===== src/rtl/chan_fill_pkg.sv =====
// chan_fill_pkg: shared helpers for the chan_fill_pipe slice.
// Provides fill_word (lane fill pattern) and cnt_width (occupancy width).
package chan_fill_pkg;

    // Upper bound on a lane width that fill_word can describe.
    localparam int MAX_W = 4096;

    // Returns the fill pattern in the low `width` bits; callers slice it.
    function automatic logic [MAX_W-1:0] fill_word(input int width,
                                                   input bit ones);
        logic [MAX_W-1:0] f;
        f = '0;
        for (int i = 0; i < MAX_W; i++) begin
            if (i < width) begin
                f[i] = ones;
            end
        end
        return f;
    endfunction

    // Width of the occupancy counter: max(1, clog2(depth+1)).
    function automatic int cnt_width(input int depth);
        int w;
        w = $clog2(depth + 1);
        return (w < 1) ? 1 : w;
    endfunction

endpackage


===== src/rtl/chan_fill_pipe_if.sv =====
// chan_fill_pipe_if: producer-side and consumer-side valid/ready bus.
// slave = pipeline view, master = producer/consumer (testbench) view.
interface chan_fill_pipe_if #(
    parameter int CHANNELS = 3,
    parameter int WIDTH    = 8
);
    logic                         in_valid;
    logic                         in_ready;
    logic [CHANNELS*WIDTH-1:0]    in_data;
    logic [CHANNELS-1:0]          in_mask;
    logic                         out_valid;
    logic                         out_ready;
    logic [CHANNELS*WIDTH-1:0]    out_data;

    modport slave (
        input  in_valid,
        input  in_data,
        input  in_mask,
        input  out_ready,
        output in_ready,
        output out_valid,
        output out_data
    );

    modport master (
        output in_valid,
        output in_data,
        output in_mask,
        output out_ready,
        input  in_ready,
        input  out_valid,
        input  out_data
    );

endinterface


===== src/rtl/chan_fill_stage.sv =====
// chan_fill_stage: one valid+data pipeline register.
// Ports: clk, rst, clr (flush), load/drain strobes, din -> v, d.
module chan_fill_stage #(
    parameter int           W    = 24,
    parameter logic [W-1:0] FILL = '1
) (
    input  logic         clk,
    input  logic         rst,
    input  logic         clr,
    input  logic         load,
    input  logic         drain,
    input  logic [W-1:0] din,
    output logic         v,
    output logic [W-1:0] d
);

    // An empty stage always carries FILL so out_data is FILL when idle.
    always_ff @(posedge clk) begin
        if (rst || clr) begin
            v <= 1'b0;
            d <= FILL;
        end else if (load) begin
            v <= 1'b1;
            d <= din;
        end else if (drain) begin
            v <= 1'b0;
            d <= FILL;
        end
    end

endmodule


===== src/rtl/chan_fill_pipe.sv =====
// chan_fill_pipe: CHANNELS x WIDTH elastic pipeline, DEPTH stages, lane fill.
// Ports: clk, rst (sync, high), flush, bus (slave handshake), count.
module chan_fill_pipe
    import chan_fill_pkg::*;
#(
    parameter  int CHANNELS  = 3,
    parameter  int WIDTH     = 8,
    parameter  int DEPTH     = 2,
    parameter  int FILL_ONES = 1,
    localparam int CW        = cnt_width(DEPTH)
) (
    input  logic              clk,
    input  logic              rst,
    input  logic              flush,
    chan_fill_pipe_if.slave   bus,
    output logic [CW-1:0]     count
);

    localparam int DW = CHANNELS * WIDTH;
    localparam logic [MAX_W-1:0] FW = fill_word(WIDTH, FILL_ONES != 0);
    localparam logic [WIDTH-1:0] LFILL = FW[WIDTH-1:0];
    localparam logic [DW-1:0]    WFILL = {CHANNELS{LFILL}};

    logic [DW-1:0] md;

    always_comb begin
        md = bus.in_data;
        for (int c = 0; c < CHANNELS; c++) begin
            if (bus.in_mask[c]) begin
                md[c*WIDTH +: WIDTH] = LFILL;
            end
        end
    end

    generate
        if (DEPTH == 0) begin : g_comb
            // No state here, so clk and rst are intentionally unused.
            wire unused_clk_rst = clk ^ rst;

            assign bus.out_valid = bus.in_valid & ~flush;
            assign bus.in_ready  = bus.out_ready & ~flush;
            assign bus.out_data  = md;
            assign count         = '0;
        end else begin : g_pipe
            logic [DEPTH-1:0] v;
            logic [DEPTH-1:0] adv;
            logic [DW-1:0]    d [DEPTH];
            logic             acc;

            // A stage may advance if it is empty or the next one advances;
            // out_ready ripples all the way to in_ready with no bubble.
            always_comb begin
                adv = '0;
                adv[DEPTH-1] = ~v[DEPTH-1] | bus.out_ready;
                for (int k = DEPTH - 2; k >= 0; k--) begin
                    adv[k] = ~v[k] | adv[k+1];
                end
            end

            assign bus.in_ready = adv[0] & ~flush & ~rst;
            assign acc          = bus.in_valid & bus.in_ready;

            for (genvar k = 0; k < DEPTH; k++) begin : g_stage
                logic          vin;
                logic [DW-1:0] din;

                if (k == 0) begin : g_head
                    assign vin = acc;
                    assign din = md;
                end else begin : g_body
                    assign vin = v[k-1];
                    assign din = d[k-1];
                end

                chan_fill_stage #(
                    .W    (DW),
                    .FILL (WFILL)
                ) u_stage (
                    .clk   (clk),
                    .rst   (rst),
                    .clr   (flush),
                    .load  (adv[k] & vin),
                    .drain (adv[k] & ~vin),
                    .din   (din),
                    .v     (v[k]),
                    .d     (d[k])
                );
            end

            assign bus.out_valid = v[DEPTH-1];
            assign bus.out_data  = d[DEPTH-1];

            always_comb begin
                count = '0;
                for (int k = 0; k < DEPTH; k++) begin
                    count = count + CW'(v[k]);
                end
            end
        end
    endgenerate

endmodule


===== src/flat_wrapper.sv =====
// flat-port wrapper written by rule: the top's interface ports become plain ports
module chan_fill_pipe_flat import chan_fill_pkg::*;
#(
    parameter  int CHANNELS  = 3,
    parameter  int WIDTH     = 8,
    parameter  int DEPTH     = 2,
    parameter  int FILL_ONES = 1,
    localparam int CW        = cnt_width(DEPTH)
)
  (clk, rst, flush, count, bus_in_valid, bus_in_data, bus_in_mask, bus_out_ready, bus_in_ready, bus_out_valid, bus_out_data);
  chan_fill_pipe_if #(.CHANNELS(CHANNELS), .WIDTH(WIDTH)) bus_i ();
  input  logic clk;
  input  logic rst;
  input  logic flush;
  output logic [CW-1:0] count;
  input wire logic [$bits(bus_i.in_valid)-1:0] bus_in_valid;
  input wire logic [$bits(bus_i.in_data)-1:0] bus_in_data;
  input wire logic [$bits(bus_i.in_mask)-1:0] bus_in_mask;
  input wire logic [$bits(bus_i.out_ready)-1:0] bus_out_ready;
  output wire logic [$bits(bus_i.in_ready)-1:0] bus_in_ready;
  output wire logic [$bits(bus_i.out_valid)-1:0] bus_out_valid;
  output wire logic [$bits(bus_i.out_data)-1:0] bus_out_data;
  assign bus_i.in_valid = bus_in_valid;
  assign bus_i.in_data = bus_in_data;
  assign bus_i.in_mask = bus_in_mask;
  assign bus_i.out_ready = bus_out_ready;
  assign bus_in_ready = bus_i.in_ready;
  assign bus_out_valid = bus_i.out_valid;
  assign bus_out_data = bus_i.out_data;
  chan_fill_pipe #(.CHANNELS(CHANNELS), .WIDTH(WIDTH), .DEPTH(DEPTH), .FILL_ONES(FILL_ONES)) u_core (.clk(clk), .rst(rst), .flush(flush), .bus(bus_i), .count(count));
endmodule

===== config.mk =====
export PLATFORM = sky130hd
export DESIGN_NAME = chan_fill_pipe_flat
export DESIGN_NICKNAME = d
export VERILOG_FILES = /design/src/rtl/chan_fill_pkg.sv /design/src/rtl/chan_fill_pipe_if.sv /design/src/rtl/chan_fill_stage.sv /design/src/rtl/chan_fill_pipe.sv /design/src/flat_wrapper.sv
export SDC_FILE = /design/constraint.sdc
export NUM_CORES = 1
export LEC_CHECK = 0
export ABC_AREA = 1
export BUFFER_PORTS_ARGS = -buffer_cell sky130_fd_sc_hd__buf_2
export CAP_MARGIN = 20
export CORE_MARGIN = 2
export CORE_UTILIZATION = 54
export DETAILED_ROUTE_END_ITERATION = 16
export GPL_ROUTABILITY_DRIVEN = 0
export PLACE_DENSITY = 0.86
export SYNTH_ARGS = -nofsm -noshare
export SYNTH_HDL_FRONTEND = slang
export SYNTH_SLANG_ARGS = --single-unit

===== constraint.sdc =====
create_clock -name clk -period 1.6 [get_ports clk]
set_clock_uncertainty 0.05 [all_clocks]
set_input_delay 0.32 -clock clk [delete_from_list [all_inputs] [get_ports clk]]
set_output_delay 0.32 -clock clk [all_outputs]
set_load 0.1 [all_outputs]

Word-level counts from Yosys, hierarchy flattened --
Index checks and enable logic that the tools add are counted.
Word-level totals: bits in registers 50, input bits 32, output and inout bits 28, word-level logic and storage cells 33
Cells by class: add/sub/neg operators 1, mux-type cells 11, bitwise operators 14, reductions and logical operators 3
Operator list (number):
- 24-bit two-way mux | 4
- 8-bit two-way mux | 3
- 1-bit AND | 7
- 1-bit NOT | 5
- 1-bit two-way mux | 4
- 2-bit nonzero test | 2
- 1-bit by 1-bit adder with 2-bit output | 1
- 1-bit bitwise OR | 2
- 1-bit logical OR | 1

Longest topological paths before layout --
depth after elaboration 10, depth in mapped cells 6, mapped depth without buffers 5

By module --
From an unflattened synthesis, not the netlist that was laid out.
Second synthesis, totals: cell total of the unflattened synthesis 362, area, all modules 2543.7 sq um
By module, submodules not included:
- chan_fill_stage | times used 2, cells each 162, area each 1158.6 sq um, seq. area each 500.5 sq um
- chan_fill_pipe | times used 1, cells each 38, area each 226.5 sq um, seq. area each 0.0 sq um

Worst setup path before layout --
OpenSTA, ideal clock, no wires.
path kind reg-to-output, start point reg u_core.g_pipe.g_stage[1].u_stage.v, end point out count[1], data arrival time 1.959 ns, required time 1.230 ns, path slack -0.729 ns, stages on the path, launching flop included 2, path buffers 0, path through dfxtp_1 -> ha_1
Between the ends: longest elaborated chain between the ends 1
Ends and longest elaborated chain:
- start: declaration | RTL line chan_fill_stage.sv:13 | output logic v,
- start signal: assignment | RTL line chan_fill_stage.sv:20 | v <= 1'b0;
- start signal: assignment | RTL line chan_fill_stage.sv:23 | v <= 1'b1;
- start signal: assignment | RTL line chan_fill_stage.sv:26 | v <= 1'b0;
- 1-bit by 1-bit adder with 2-bit output | RTL line chan_fill_pipe.sv:96 | count = count + CW'(v[k]);
- end: declaration | RTL line flat_wrapper.sv:15 | output logic [CW-1:0] count;
Every way passes these cells.

Worst setup path in the final report --
start point reg u_core.g_pipe.g_stage[1].u_stage.v, end point out count[0]
The elaborated chain is that of the path after synthesis.

==> results.json <==
{
  "cp_num_buf_inv": 1,
  "area_growth_pct": 23.4,
  "via_count": 1825,
  "synth_nets": 296,
  "cp.depth": 2,
  "yosysWarnings": 0,
  "postSynthAreaPerCell_sq_um": 7.77,
  "cts_tree": "built",
  "worst_r2r_startpoint": "u_core.g_pipe.g_stage[1].u_stage.v",
  "rows": 22,
  "crit_chain": "ha_2 > buf_12",
  "cts_buffers": 5,
  "placed_cell_area_sq_um": 2400,
  "crit_path_end_kind": "output pin",
  "relSlewSlack_pct": 67.5,
  "powerDensity_nw_per_um2": 927,
  "seqCellArea_sq_um": 1010,
  "critPathArrivalTime_ns": 1.17,
  "post-route-period-util_pct": 96.5,
  "rsz0062_at_grt": "no",
  "max_freq_mhz": 648,
  "r2r_cells": 6,
  "required_ns": 1.23,
  "slowest_stage": "dfxtp_4",
  "root_buffer": "clkbuf_8",
  "cp-endpoint": "count[0]",
  "cts_hold_buf": 0,
  "hold_class": "in -> reg",
  "drc": 0,
  "grt_first_pass_wirelength_um": 7060,
  "synthDistinctLibCells": 18,
  "fillCellCount": 306,
  "path_delay_family": "flip-flops",
  "leakage_nw": 1.10,
  "start_util_pct": 55.8,
  "multi_input_area_sq_um": 882,
  "wl_per_cell_um": 11.6,
  "startpoint": "u_core.g_pipe.g_stage[1].u_stage.v",
  "first_iter_violations": 83,
  "cp_slowest_stage_delay_ns": 0.37,
  "final-hold-violation-count": 0,
  "r2r_slack_ns": 0.21,
  "die_x_um": 65.5,
  "total_power_mw": 2.34,
  "ir_worst_vdd_uv": 628,
  "die_y_um": 65.5,
  "antenna_found_initial": 0,
  "syn_inst": 263,
  "fin_util_pct": 68.9,
  "drv_slew": 0,
  "status": "completed",
  "drt_wl_total_um": 4190,
  "worst_slew_pin_slew_ns": 0.491,
  "ys_seq_area_share_pct": 49.0,
  "insertion_delay_ns": 0.30,
  "die_area_sq_um": 4290,
  "antenna_cells": 0,
  "path_clk_slew_ns": 0.09,
  "fin_nets": 347,
  "clkSinkCount": 50,
  "htreeDepth": 2,
  "cts_max_path_buffers": 2,
  "crit_type": "reg -> out",
  "via_per_inst": 5.03,
  "grt.total_usage_pct": 21.2,
  "netlist_area_sq_um": 2040,
  "grt_pass1_vias": 1661,
  "setup_viol": 0,
  "core-area_sq_um": 3660,
  "min_period_ns": 1.54,
  "layout_setup_ws_ns": 0.0566,
  "drt_first_pass_iters": 4,
  "grt_overflow_total": 0,
  "drive_gt1_share_pct": 28.3,
  "ant_nets": 0,
  "place_hpwl_um": 2940,
  "critPathMaxFanout": 4,
  "grt_max_degree": 32,
  "ios": 60,
  "rr_endpoint": "u_core.g_pipe.g_stage[0].u_stage.d[7]",
  "ys_ff_latch": 50,
  "stdcell_area_sq_um": 2520,
  "drv_cap": 0,
  "port_buffers": 59,
  "pre_cts_slack_ns": 0.0909,
  "setup.worst_path.start_class": "flop"
}
==> how the worst min path moves through the flow <==
stage	from	to	slack, ns	cells past startpoint
after floorplan	u_core.g_pipe.g_stage[0].u_stage.d[21]	u_core.g_pipe.g_stage[1].u_stage.d[21]	0.39	2
after global placement	u_core.g_pipe.g_stage[0].u_stage.d[22]	u_core.g_pipe.g_stage[1].u_stage.d[22]	0.40	2
after CTS	bus_in_data[21]	u_core.g_pipe.g_stage[0].u_stage.d[21]	0.25	5
after detailed placement	u_core.g_pipe.g_stage[0].u_stage.d[7]	u_core.g_pipe.g_stage[1].u_stage.d[7]	0.41	2
final	bus_in_data[0]	u_core.g_pipe.g_stage[0].u_stage.d[0]	0.26	5
after global routing	bus_in_data[14]	u_core.g_pipe.g_stage[0].u_stage.d[14]	0.25	5
==> worst reg2reg max path, stage by stage, from the launching register on <==
cell	delay, ns
dfxtp_4	0.39
nand3_4	0.10
buf_4	0.19
buf_4	0.22
or2_0	0.23
nand2_1	0.07
nand2_1	0.05
==> cells in the final DEF (no fill, tap or decap), drive strengths merged <==
| cell type | n |
|---|---|
| a21oi | 2 |
| nand4 | 24 |
| ha | 1 |
| dfxtp | 50 |
| o22ai | 24 |
| inv | 14 |
| clkbuf | 5 |
| nand3 | 1 |
| clkinvlp | 2 |
| nor2 | 25 |
| o21ai | 5 |
| buf | 67 |
| bufinv | 1 |
| or2 | 19 |
| nand2 | 75 |
==> kinds of logic (layout without fill, tap and decap cells) <==
logic type               count (synthesis)  in the layout  synth area share, %
AO/OA/AOI/OAI                           31             31                 9.06
adder cells (fa/ha/maj)                  1              1                0.612
flip-flops                              50             50                 49.0
buffers and inverters                   37             89                 8.75
AND/OR/NAND/NOR                        144            144                 32.6
==> metal layers <==
metal,part of all wire [%],vias up,GRT usage (%),routed length (um)
li1,-,966,-,-
met1,45,814,25.9,1890
met2,50,43,35.8,2100
met3,4.2,2,5.65,175
met4,0.55,0,7.81,23
met5,0,-,0,0
==> synthesized netlist by cell type <==
master | count | area (sq um)
nand4_1 | 24 | 150
nand3_4 | 1 | 17.5
a21oi_1 | 2 | 10.0
o22ai_1 | 24 | 150
nand2_2 | 2 | 12.5
buf_6 | 2 | 22.5
buf_4 | 3 | 22.5
o21ai_0 | 5 | 25.0
or2_2 | 5 | 31.3
buf_1 | 3 | 11.3
inv_1 | 14 | 52.6
dfxtp_1 | 50 | 1000
nor2_1 | 25 | 93.8
clkbuf_1 | 4 | 15.0
or2_0 | 14 | 87.6
buf_2 | 11 | 55.1
ha_1 | 1 | 12.5
nand2_1 | 73 | 274
==> per-stage QoR <==
| step | hold slack (ns) | setup TNS, ns | instances |
|---|---|---|---|
| detailed placement | 0.408 | 0 | 354 |
| finish | 0.260 | 0 | 363 |
| global placement | 0.397 | 0 | 354 |
| CTS | 0.254 | 0 | 363 |
| floorplan | 0.388 | -0.100 | 263 |
| global route | 0.249 | 0 | 363 |
==> power breakdown <==
group / switching [mW] / internal (mW)
sequential: 0.00434 / 1.25
clock: 0.425 / 0.476
combinational: 0.117 / 0.0674
total: 0.546 / 1.79
==> flip-flops by register name, indices dropped and copies added, names as in the netlist <==
| name | flops |
|---|---|
| u_core.g_pipe.g_stage.u_stage.d | 48 |
| u_core.g_pipe.g_stage.u_stage.v | 2 |
==> repair_timing <==
| item | in CTS | in global routing |
|---|---|---|
| endpoints found under the setup margin | 2 | 0 |
| resized for setup | 1 | 0 |
| setup buffers | 1 | 0 |
==> final cells by class <==
| cell class | count | area share [%] |
|---|---|---|
| Clock buffer | 5 | 2.73 |
| Clock inverter | 3 | 1.93 |
| Sequential cell | 50 | 39.9 |
| Timing Repair Buffer | 67 | 15.9 |
| Inverter | 14 | 2.23 |
| Tap cell | 48 | 2.38 |
| Multi-Input combinational cell | 176 | 35.0 |
Note: power is estimated with default switching activity, not from simulation.
